**src/rtl/ack_bus_client.sv**
```systemverilog
// Requester end of the shared ACK bus: counts host completions, raises req until
// the arbiter grants this source, retires one ACK per grant, then releases for one cycle.
module ack_bus_client #(
  parameter logic [1:0] SRC_ID  = 2'b00,
  parameter int         CNT_W   = 3,
  parameter int         TO_W    = 8,
  parameter int         TIMEOUT = 200
) (
  input  logic             clk,
  input  logic             rst,
  input  logic             done_pulse,
  output logic             req,
  input  logic             ack_ready,
  input  logic [1:0]       winner_source_id,
  input  logic             ack_event,
  output logic [CNT_W-1:0] pending_cnt,
  output logic             busy,
  output logic             overflow,
  output logic             timeout_err,
  output logic             proto_err,
  input  logic             clr_err
);

  typedef enum logic [1:0] {IDLE, REQ, GAP} state_t;

  localparam logic [CNT_W-1:0] CNT_MAX = '1;
  localparam logic [CNT_W-1:0] CNT_ONE = {{(CNT_W-1){1'b0}}, 1'b1};
  localparam logic [TO_W-1:0]  TO_MAX  = '1;
  localparam logic [TO_W-1:0]  TO_ONE  = {{(TO_W-1){1'b0}}, 1'b1};
  localparam logic [TO_W-1:0]  TO_LAST = TO_W'(TIMEOUT - 1);

  state_t           state_q, state_d;
  logic [CNT_W-1:0] cnt_q, cnt_d;
  logic [TO_W-1:0]  timer_q, timer_d;
  logic             overflow_q, overflow_d;
  logic             timeout_q, timeout_d;
  logic             proto_q, proto_d;

  logic accept, proto_hit, ovf_hit, timeout_hit;

  always_comb begin
    accept      = (state_q == REQ) && ack_ready && ack_event && (winner_source_id == SRC_ID);
    proto_hit   = (state_q == REQ) && ack_ready &&
                  ((winner_source_id != SRC_ID) || !ack_event);
    timeout_hit = (state_q == REQ) && !accept && (timer_q == TO_LAST);

    cnt_d   = cnt_q;
    ovf_hit = 1'b0;
    if (done_pulse && !accept) begin
      if (cnt_q == CNT_MAX) ovf_hit = 1'b1;
      else                  cnt_d   = cnt_q + CNT_ONE;
    end else if (!done_pulse && accept) begin
      cnt_d = cnt_q - CNT_ONE;
    end

    state_d = state_q;
    timer_d = timer_q;
    case (state_q)
      IDLE: begin
        timer_d = '0;
        if ((cnt_q != '0) || done_pulse) state_d = REQ;
      end
      REQ: begin
        if (accept) begin
          state_d = GAP;
          timer_d = '0;
        end else if (timer_q != TO_MAX) begin
          timer_d = timer_q + TO_ONE;
        end
      end
      GAP: begin
        // Decide on the post-update count so a completion arriving in GAP is not lost.
        timer_d = '0;
        state_d = (cnt_d != '0) ? REQ : IDLE;
      end
      default: begin
        state_d = IDLE;
        timer_d = '0;
      end
    endcase

    // A set condition in the same cycle overrides clr_err.
    overflow_d = ovf_hit     | (overflow_q & ~clr_err);
    timeout_d  = timeout_hit | (timeout_q  & ~clr_err);
    proto_d    = proto_hit   | (proto_q    & ~clr_err);
  end

  always_ff @(posedge clk) begin
    if (rst) begin
      state_q    <= IDLE;
      cnt_q      <= '0;
      timer_q    <= '0;
      overflow_q <= 1'b0;
      timeout_q  <= 1'b0;
      proto_q    <= 1'b0;
    end else begin
      state_q    <= state_d;
      cnt_q      <= cnt_d;
      timer_q    <= timer_d;
      overflow_q <= overflow_d;
      timeout_q  <= timeout_d;
      proto_q    <= proto_d;
    end
  end

  assign req         = (state_q == REQ);
  assign busy        = (state_q != IDLE) || (cnt_q != '0);
  assign pending_cnt = cnt_q;
  assign overflow    = overflow_q;
  assign timeout_err = timeout_q;
  assign proto_err   = proto_q;

endmodule

```
**config.mk**
```make
export PLATFORM = sky130hd
export DESIGN_NAME = ack_bus_client
export DESIGN_NICKNAME = d
export VERILOG_FILES = /design/src/rtl/ack_bus_client.sv
export SDC_FILE = /design/constraint.sdc
export NUM_CORES = 1
export LEC_CHECK = 0
export CORE_AREA = 2 2 45 47
export DETAILED_ROUTE_END_ITERATION = 16
export DIE_AREA = 0 0 47 49
export PLACE_DENSITY = 0.74
export RECOVER_POWER = 100
export SLEW_MARGIN = 40
export SYNTH_ARGS = -nofsm -noshare
export SYNTH_HDL_FRONTEND = slang
export SYNTH_SLANG_ARGS = --single-unit
```
**constraint.sdc**
```tcl
create_clock -name clk -period 1.85 [get_ports clk]
set_input_delay 0.185 -clock clk [delete_from_list [all_inputs] [get_ports clk]]
set_output_delay 0.185 -clock clk [all_outputs]
set_load 0.05 [all_outputs]
```
## Word-level counts from Yosys, hierarchy flattened

Cells that the tools add are included.

| storage, ports and cells | value |
|---|---|
| register bits after elaboration | 16 |
| input port bits | 8 |
| output and inout port bits | 8 |

| operators by class | value |
|---|---|
| $add $sub $neg | 3 |
| eq/ne operators | 7 |
| muxes and demuxes | 9 |
| bitwise operators | 8 |
| reductions and logical operators | 22 |

Operators with widths:

| kind | count |
|---|---|
| two-way mux 3 bit | 3 |
| adder 8 x 1 -> 8 bit (second input constant) | 1 |
| == test 8 bit (second input constant) | 1 |
| logical AND 1 bit | 8 |
| != test 8 bit (second input constant) | 1 |
| one-hot mux 2 bit (3 select lines) | 1 |
| nonzero test 3 bit | 2 |
| zero test 2 bit | 2 |
| two-way mux 2 bit | 2 |
| nonzero test 2 bit | 2 |
| adder 3 x 1 -> 3 bit (second input constant) | 1 |
| bitwise AND 1 bit | 3 |
| == test 3 bit (second input constant) | 1 |
| zero test 1 bit | 3 |
| logical OR 1 bit | 3 |
| two-way mux 1 bit | 3 |
| OR 1 bit | 3 |
| OR reduction 3 bit | 1 |
| subtractor 3 x 1 -> 3 bit (second input constant) | 1 |
| == test 2 x 1 -> 1 bit (second input constant) | 1 |
| == test 2 bit (second input constant) | 1 |
| != test 2 x 1 -> 1 bit (second input constant) | 1 |
| != test 2 bit (second input constant) | 1 |
| NOT 1 bit | 2 |
| AND reduction 2 bit | 1 |

## Longest topological paths before layout

Gate-level depths: netlist of run 1.

| depth | value |
|---|---|
| depth in word-level cells | 10 |
| mapped depth | 6 |
| gate-level depth less buffers | 6 |

## Worst setup path before layout of run 1

Ideal clock, no wire load.

| timing path | value |
|---|---|
| path type | reg2reg |
| start point | register cnt_q[0], in the netlist pending_cnt[0] |
| end point | register state_q[0] |
| library setup time | 131 ps |
| arrival | 2005 ps |
| slack | -286 ps |
| cell stages (with the launch flop) | 6 |
| cells stage by stage | dfxtp_1 -> inv_1 -> ha_1 -> or4b_2 -> o311ai_0 -> a21oi_1 |

| on the way | value |
|---|---|
| word-level cells in the longest chain between the ends | 6 |
| elaborated cells on any way between the ends | 13 |
| classes of those cells | add/sub (2); eq/ne (2); mux (5); reduce/logical (4) |

Ends and longest elaborated chain:

| element | RTL line | source |
|---|---|---|
| start: declaration | 33 | `logic [CNT_W-1:0] cnt_q, cnt_d;` |
| start signal: assignment | 98 | `cnt_q <= cnt_d;` |
| subtractor 3 x 1 -> 3 bit, or another cell as far along | 53 | `cnt_d = cnt_q - CNT_ONE;` |
| two-way mux 3 bit (on tied branches) | 52, 50 |  |
| two-way mux 3 bit | 49 | `if (done_pulse && !accept) begin` |
| nonzero test 3 bit | 74 | `state_d = (cnt_d != '0) ? REQ : IDLE;` |
| two-way mux 1 bit | 74 |  |
| one-hot mux 2 bit (3 select lines) | 58 | `case (state_q)` |
| end signal: assignment | 97 | `state_q <= state_d;` |
| end: declaration | 32 | `state_t state_q, state_d;` |

Parallel ways exist; a longest one is shown, timed or not.
A chain may end at the register's enable or synchronous reset.

## Worst setup path in the final report of run 1

| timing path | value |
|---|---|
| start point | input ack_event |
| end point | register state_q[0] |

| on the way | value |
|---|---|
| word-level cells in the longest chain between the ends | 8 |
| elaborated cells on any way between the ends | 12 |
| classes of those cells | eq/ne (1); mux (4); reduce/logical (7) |

Ends and longest elaborated chain:

| element | RTL line | source |
|---|---|---|
| start: declaration | 15 | `input logic ack_event,` |
| logical AND 1 bit (*) (2 in series) | 42 | `accept = (state_q == REQ) && ack_ready && ack_event && (winner_source_id == SRC_ID);` |
| logical AND 1 bit or zero test 1 bit (tied branches) | 52, 49 |  |
| two-way mux 3 bit or logical AND 1 bit (tied branches) | 52, 49 |  |
| two-way mux 3 bit | 49 |  |
| nonzero test 3 bit | 74 |  |
| two-way mux 1 bit | 74 |  |
| one-hot mux 2 bit (3 select lines) | 58 |  |

Every way passes the cells marked *; elsewhere a longest branch is shown, timed or not.

==> results of run 1 <==
[area by class of cell]
| class | instances | area, sq um | area share [%] |
|---|---|---|---|
| sequential | 16 | 322 | 29.3 |
| tap | 27 | 33.8 | 3.08 |
| timing repair buffer | 20 | 188 | 17.1 |
| inverter | 7 | 26.3 | 2.40 |
| clock buffer | 4 | 36.3 | 3.31 |
| multi-input combinational | 74 | 490 | 44.7 |
[power by group]
part	switching [mW]	total, mW	internal, mW
combinational	0.106	0.182	0.0762
sequential	0.0167	0.375	0.359
clock	0.112	0.232	0.120
total	0.234	0.789	0.555
[metal layers]
layer	global-route usage [%]	up-vias	part of all wire, %
li1	-	399	-
met1	22.0	333	46
met2	27.9	21	49
met3	3.70	2	4.4
met4	7.41	0	0.81
met5	0	-	0
[final timing paths]
path / startpoint / end / slack, ns / cells past startpoint
hold / removal: overflow / overflow / 0.46 / 2
hold reg to reg: overflow / overflow / 0.46 / 2
setup reg to reg: state_q[1] / state_q[0] / 0.22 / 5
setup / recovery: ack_event / state_q[0] / 0.06 / 6
[registers in the layout (all words and copies together), names as in the netlist]
name	flops
timer_q	8
pending_cnt	3
state_q	2
overflow	1
proto_err	1
timeout_err	1
[through the flow]
| step | area, sq um | utilization (%) | hold slack, ns | setup WS (ns) | setup TNS (ns) |
|---|---|---|---|---|---|
| after floorplan | 867 | - | 0.305 | -0.00298 | -0.00298 |
| after global placement | 1070 | 58.1 | 0.442 | -0.181 | -0.237 |
| after detailed placement | 1070 | 58.1 | 0.447 | -0.224 | -0.434 |
| after CTS | 1110 | 60.1 | 0.462 | 0.0824 | 0 |
| after global routing | 1100 | 59.5 | 0.487 | 0.00594 | 0 |
| final | 1100 | 59.5 | 0.455 | 0.0559 | 0 |
[layout by cell type (no fill, tap or decap), drive strengths merged, types with 5 or more instances in the layout]
cell type,count
dfxtp,16
nand2,5
inv,7
nand3,7
buf,5
mux2i,5
clkbuf,6
nor2,14
o21ai,6
clkdlybuf4s50,9
[worst min-delay path, delay by kind of cell, from the launching register on]
family	cells	cell delay, ns
and+or+nand+nor	1	0.05
AOI/OAI and AO/OA	1	0.05
DFF	1	0.32
[cells by family (layout without fill, tap and decap cells)]
logic type	count (synthesis)	count (layout)
XOR/XNOR	5	5
multiplexers	5	5
buffers and inverters	12	31
adder cells (fa/ha/maj)	4	4
flip-flops	16	16
AND/OR/NAND/NOR	40	40
AO/OA/AOI/OAI	20	20
==> flow_summary.toml, run 1 <==
[run_status]
status = "complete, no violations"

[clock_network]
postCtsHoldBufs = 0
cts_root_buf = "sky130_fd_sc_hd__clkbuf_4"
postCtsSetupBuffers = 0
htreeDepth = 1
clk-insertion-delay-late_ns = 0.28
numCtsBuffers = 3
ctsResizeCount = 0
cts.reportedPaths.clkPinSlew_ns = 0.10
cts_tree = "yes"
cts_buffer_depth = 2
clock_sink_count = 16

[synth]
synth_area_in_simple_gates_pct = 25.2
yosys.area_share.adder_pct = 5.82
syn_area_sq_um = 860
async_reset_ff_share_pct = 0
ys_seq_area_share_pct = 37.3
synth-main-ff-cell = "sky130_fd_sc_hd__dfxtp_1"
yosys.cell_count.top_type = "sky130_fd_sc_hd__dfxtp_1"
synthesized_netlist_cell_count = 102
yosys_warnings = 0
synthXorXnorAreaFrac_pct = 5.09
synth_area_leader = "sky130_fd_sc_hd__dfxtp_1"
count_of_state_elements_after_synthesis = 16
synth_top_cells_by_count = "sky130_fd_sc_hd__dfxtp_1, sky130_fd_sc_hd__nor2_1, sky130_fd_sc_hd__inv_1, sky130_fd_sc_hd__nand3_1, sky130_fd_sc_hd__o21ai_0"
synth_cell_types = 33
synth_top_family_by_area = "simple AND/OR/NAND/NOR gates"
synth_net_count = 114
synth_compound_gate_area_share_pct = 14.7
syn_avg_cell_area_sq_um = 8.43
leading_post_synthesis_cells_by_cell_area = "sky130_fd_sc_hd__dfxtp_1, sky130_fd_sc_hd__nor2_1, sky130_fd_sc_hd__ha_1"
synth-edff-count = 0
muxShareOfSynthArea_pct = 5.82
netlist.area_leader.share_pct = 37.3

[floorplan]
die_height_um = 49
initial_utilization_pct = 46.7
io-pin-count = 16
num_rows = 16
floorplan.die_area_sq_um = 2300
core_area_sq_um = 1840
die_w_um = 47

[critical_path]
crit_path_top_delay_cell = "sky130_fd_sc_hd__clkdlybuf4s50_1"
worstPathRequired_ns = 2.07
critical_path_arrival_ns = 2.02
worstPathBufferInverterCount = 1
critical-path-max-stage-delay_ns = 0.45
worst-setup-path-type = "in -> reg"
path_max_fanout = 4
critical_path.top_delay_family = "simple AND/OR/NAND/NOR gates"
worstSetupStartpointType = "input port"
end_kind = "flop"
crit_chain = "clkdlybuf4s50_1 -> or3b_1 -> or2_1 -> or4_4 -> and4b_1 -> a21oi_1"

[sta]
report.final.setup_viol = 0
finClkSkew_ns = 0.00328
grt_setup_unrepaired = "no"
maximum_achievable_frequency_mhz = 557
worst_pin_slew_ns = 0.592
timing.final.crit_share_pct = 97.0
hold_violations = 0
number_of_slew_limit_violations_in_the_final_report = 0
slew_headroom_pct = 60.7
fin_crit_ns = 1.79

[global_route]
first_global_vias = 717
grt_start_max_net_pins = 10
antenna_found_initial = 0
wire_length_of_the_first_global_routing_pass_mm = 2.92
grt_overflow_total = 0
global_route.usage.total_pct = 17.5

[place]
finalWeightedCongestion = 0.747
dp_hpwl_mm = 1.29
buffer_ports.inserted = 15
numPlacedInstances = 144

[drt]
initialDrtViolationCount = 10
dr_total_vias = 755
totalWireLength_mm = 1.72
drt-wirelength-per-cell_um = 11.6
drt-vias-per-instance = 5.10
route.detailed.drc = 0
postRouteAntennaNets = 0
drt-pass1-iter-count = 4

[finish]
fillCellCount = 168
syn2layout_area_growth_pct = 27.5
fraction_of_final_layout_cells_with_drive_strength_greater_than_1_pct = 10.7
num_antenna_cells = 0
instances_no_fill = 148
num-nets-final = 134

[power_and_ir_drop]
leakage_nw = 0.435
vdd_ir_drop_max_mv = 0.358
p_per_area_nw_per_um2 = 720
totalPowerFinal_uw = 789

[run]
cap_violations = 0

[hold_path]
min-delay-path-class = "reg -> reg"
Power figures use the tool's default switching activity.
==> run 2, diff against run 1 <==
CTS_CLUSTER_SIZE = 28   (was not set)
==> results of run 2 <==
No change in the layout: final DEF, timing and power equal those of run 1.
==> run 3, diff against run 2 <==
CORE_AREA = 4 4 47 49   (was 2 2 45 47)
DIE_AREA = 0 0 51 53   (was 0 0 47 49)
==> run 3 against run 2 <==
  * Clock skew is 0.00051 ns lower
  * Global-route usage is 2.7 points lower
  * Non-clock buffer count stayed put
  * First-iteration DRC count is 20% higher
  * Utilization is 0.64 points lower
  * Combinational power hardly changed
  * Sequential share of layout area stayed put
==> flow_summary.toml, run 3 (same netlist as run 1, synthesis figures left out) <==
[drt]
drt-vias-per-instance = 5.32
initialDrtViolationCount = 12
totalWireLength_mm = 1.79
drt-wirelength-per-cell_um = 12.1
route.detailed.drc = 0
postRouteAntennaNets = 0
drt-pass1-iter-count = 4
dr_total_vias = 788

[global_route]
grt_start_max_net_pins = 10
wire_length_of_the_first_global_routing_pass_mm = 3.00
global_route.usage.total_pct = 14.7
grt_overflow_total = 0
first_global_vias = 720
antenna_found_initial = 0

[critical_path]
worst-setup-path-type = "in -> reg"
end_kind = "flop"
worstPathRequired_ns = 2.07
worstSetupStartpointType = "input port"
path_max_fanout = 4
critical_path_arrival_ns = 2.01

[sta]
maximum_achievable_frequency_mhz = 559
worst_pin_slew_ns = 0.609
report.final.setup_viol = 0
finClkSkew_ns = 0.00277
slew_headroom_pct = 59.6
layout_setup_ws_ns = 0.0604
grt_setup_unrepaired = "no"
hold_violations = 0
timing.final.crit_share_pct = 96.7
fin_crit_ns = 1.79
number_of_slew_limit_violations_in_the_final_report = 0

[finish]
most-common-layout-cells = "sky130_fd_sc_hd__dfxtp_1, sky130_fd_sc_hd__nor2_1, sky130_fd_sc_hd__clkdlybuf4s50_1"
syn2layout_area_growth_pct = 27.5
mostFrequentLayoutCell = "sky130_fd_sc_hd__dfxtp_1"
largest_register = "timer_q"
fraction_of_final_layout_cells_with_drive_strength_greater_than_1_pct = 10.7
instances_no_fill = 148
num_antenna_cells = 0
num-nets-final = 134
largest_register_ff_count = 8
final_design_area_no_fill_sq_um = 1100

[power_and_ir_drop]
vdd_ir_drop_max_mv = 0.396
p_per_area_nw_per_um2 = 722
totalPowerFinal_uw = 791
leakage_nw = 0.435

[place]
dpl_worst_slack_ns = -0.224
buffer_ports.inserted = 15
place_area_sq_um = 1070
dp_hpwl_mm = 1.37
finalWeightedCongestion = 0.772
numPlacedInstances = 144

[floorplan]
initial_utilization_pct = 46.2
die_w_um = 51
floorplan.die_area_sq_um = 2700
io-pin-count = 16
die_height_um = 53
core_area_sq_um = 1860
num_rows = 16

[clock_network]
clk-insertion-delay-late_ns = 0.28
cts_tree = "yes"
cts_root_buf = "sky130_fd_sc_hd__clkbuf_4"
htreeDepth = 1
ctsResizeCount = 0
cts_buffer_depth = 2
cts.reportedPaths.clkPinSlew_ns = 0.10
postCtsHoldBufs = 0
numCtsBuffers = 3
clock_sink_count = 16
postCtsSetupBuffers = 0

[hold_path]
min-delay-path-class = "reg -> reg"

[run_status]
status = "complete, no violations"

[run]
cap_violations = 0
## run 3: cell counts in the layout (fill, tap and decap cells not counted)
Identical to the previous run, type by type.
## run 3: area by class of cell
| class | count | area [sq um] |
|---|---|---|
| Multi-Input combinational cell | 74 | 490 |
| Tap cell | 27 | 33.8 |
| Sequential cell | 16 | 322 |
| Timing Repair Buffer | 20 | 188 |
| Clock buffer | 4 | 36.3 |
| Inverter | 7 | 26.3 |
| Fill cell | 188 | 766 |
## run 3: final timing paths
kind,start,endpoint,slack [ns],depth (start not counted)
worst max-delay path,ack_event,state_q[0],0.06,6
worst min-delay path,overflow,overflow,0.45,2
worst max register to register,state_q[1],timer_q[6],0.20,6
worst min register to register,overflow,overflow,0.45,2
## run 3: power by group
part           internal (mW)  switching (mW)
clock                  0.120           0.113
sequential             0.359          0.0170
combinational         0.0762           0.107
## run 3: layer usage
layer	part of all wire, %	GRT usage [%]
met1	45	17.2
met2	49	25.8
met3	5.5	2.82
met4	0.56	7.17
met5	0	0
## run 3: critical path, cell delays in order
cell	delay (ns)
sky130_fd_sc_hd__clkdlybuf4s50_1	0.44
sky130_fd_sc_hd__or3b_1	0.40
sky130_fd_sc_hd__or2_0	0.25
sky130_fd_sc_hd__or4_4	0.42
sky130_fd_sc_hd__and4b_1	0.19
sky130_fd_sc_hd__a21oi_1	0.13
## run 3: per-stage QoR
step	hold WS, ns	TNS [ns]	utilization [%]
2_1_floorplan	0.305	-0.00298	-
3_3_place_gp	0.442	-0.244	57.5
3_5_place_dp	0.446	-0.450	57.5
4_1_cts	0.461	0	59.4
5_1_grt	0.481	0	58.9
6_report	0.450	0	58.9
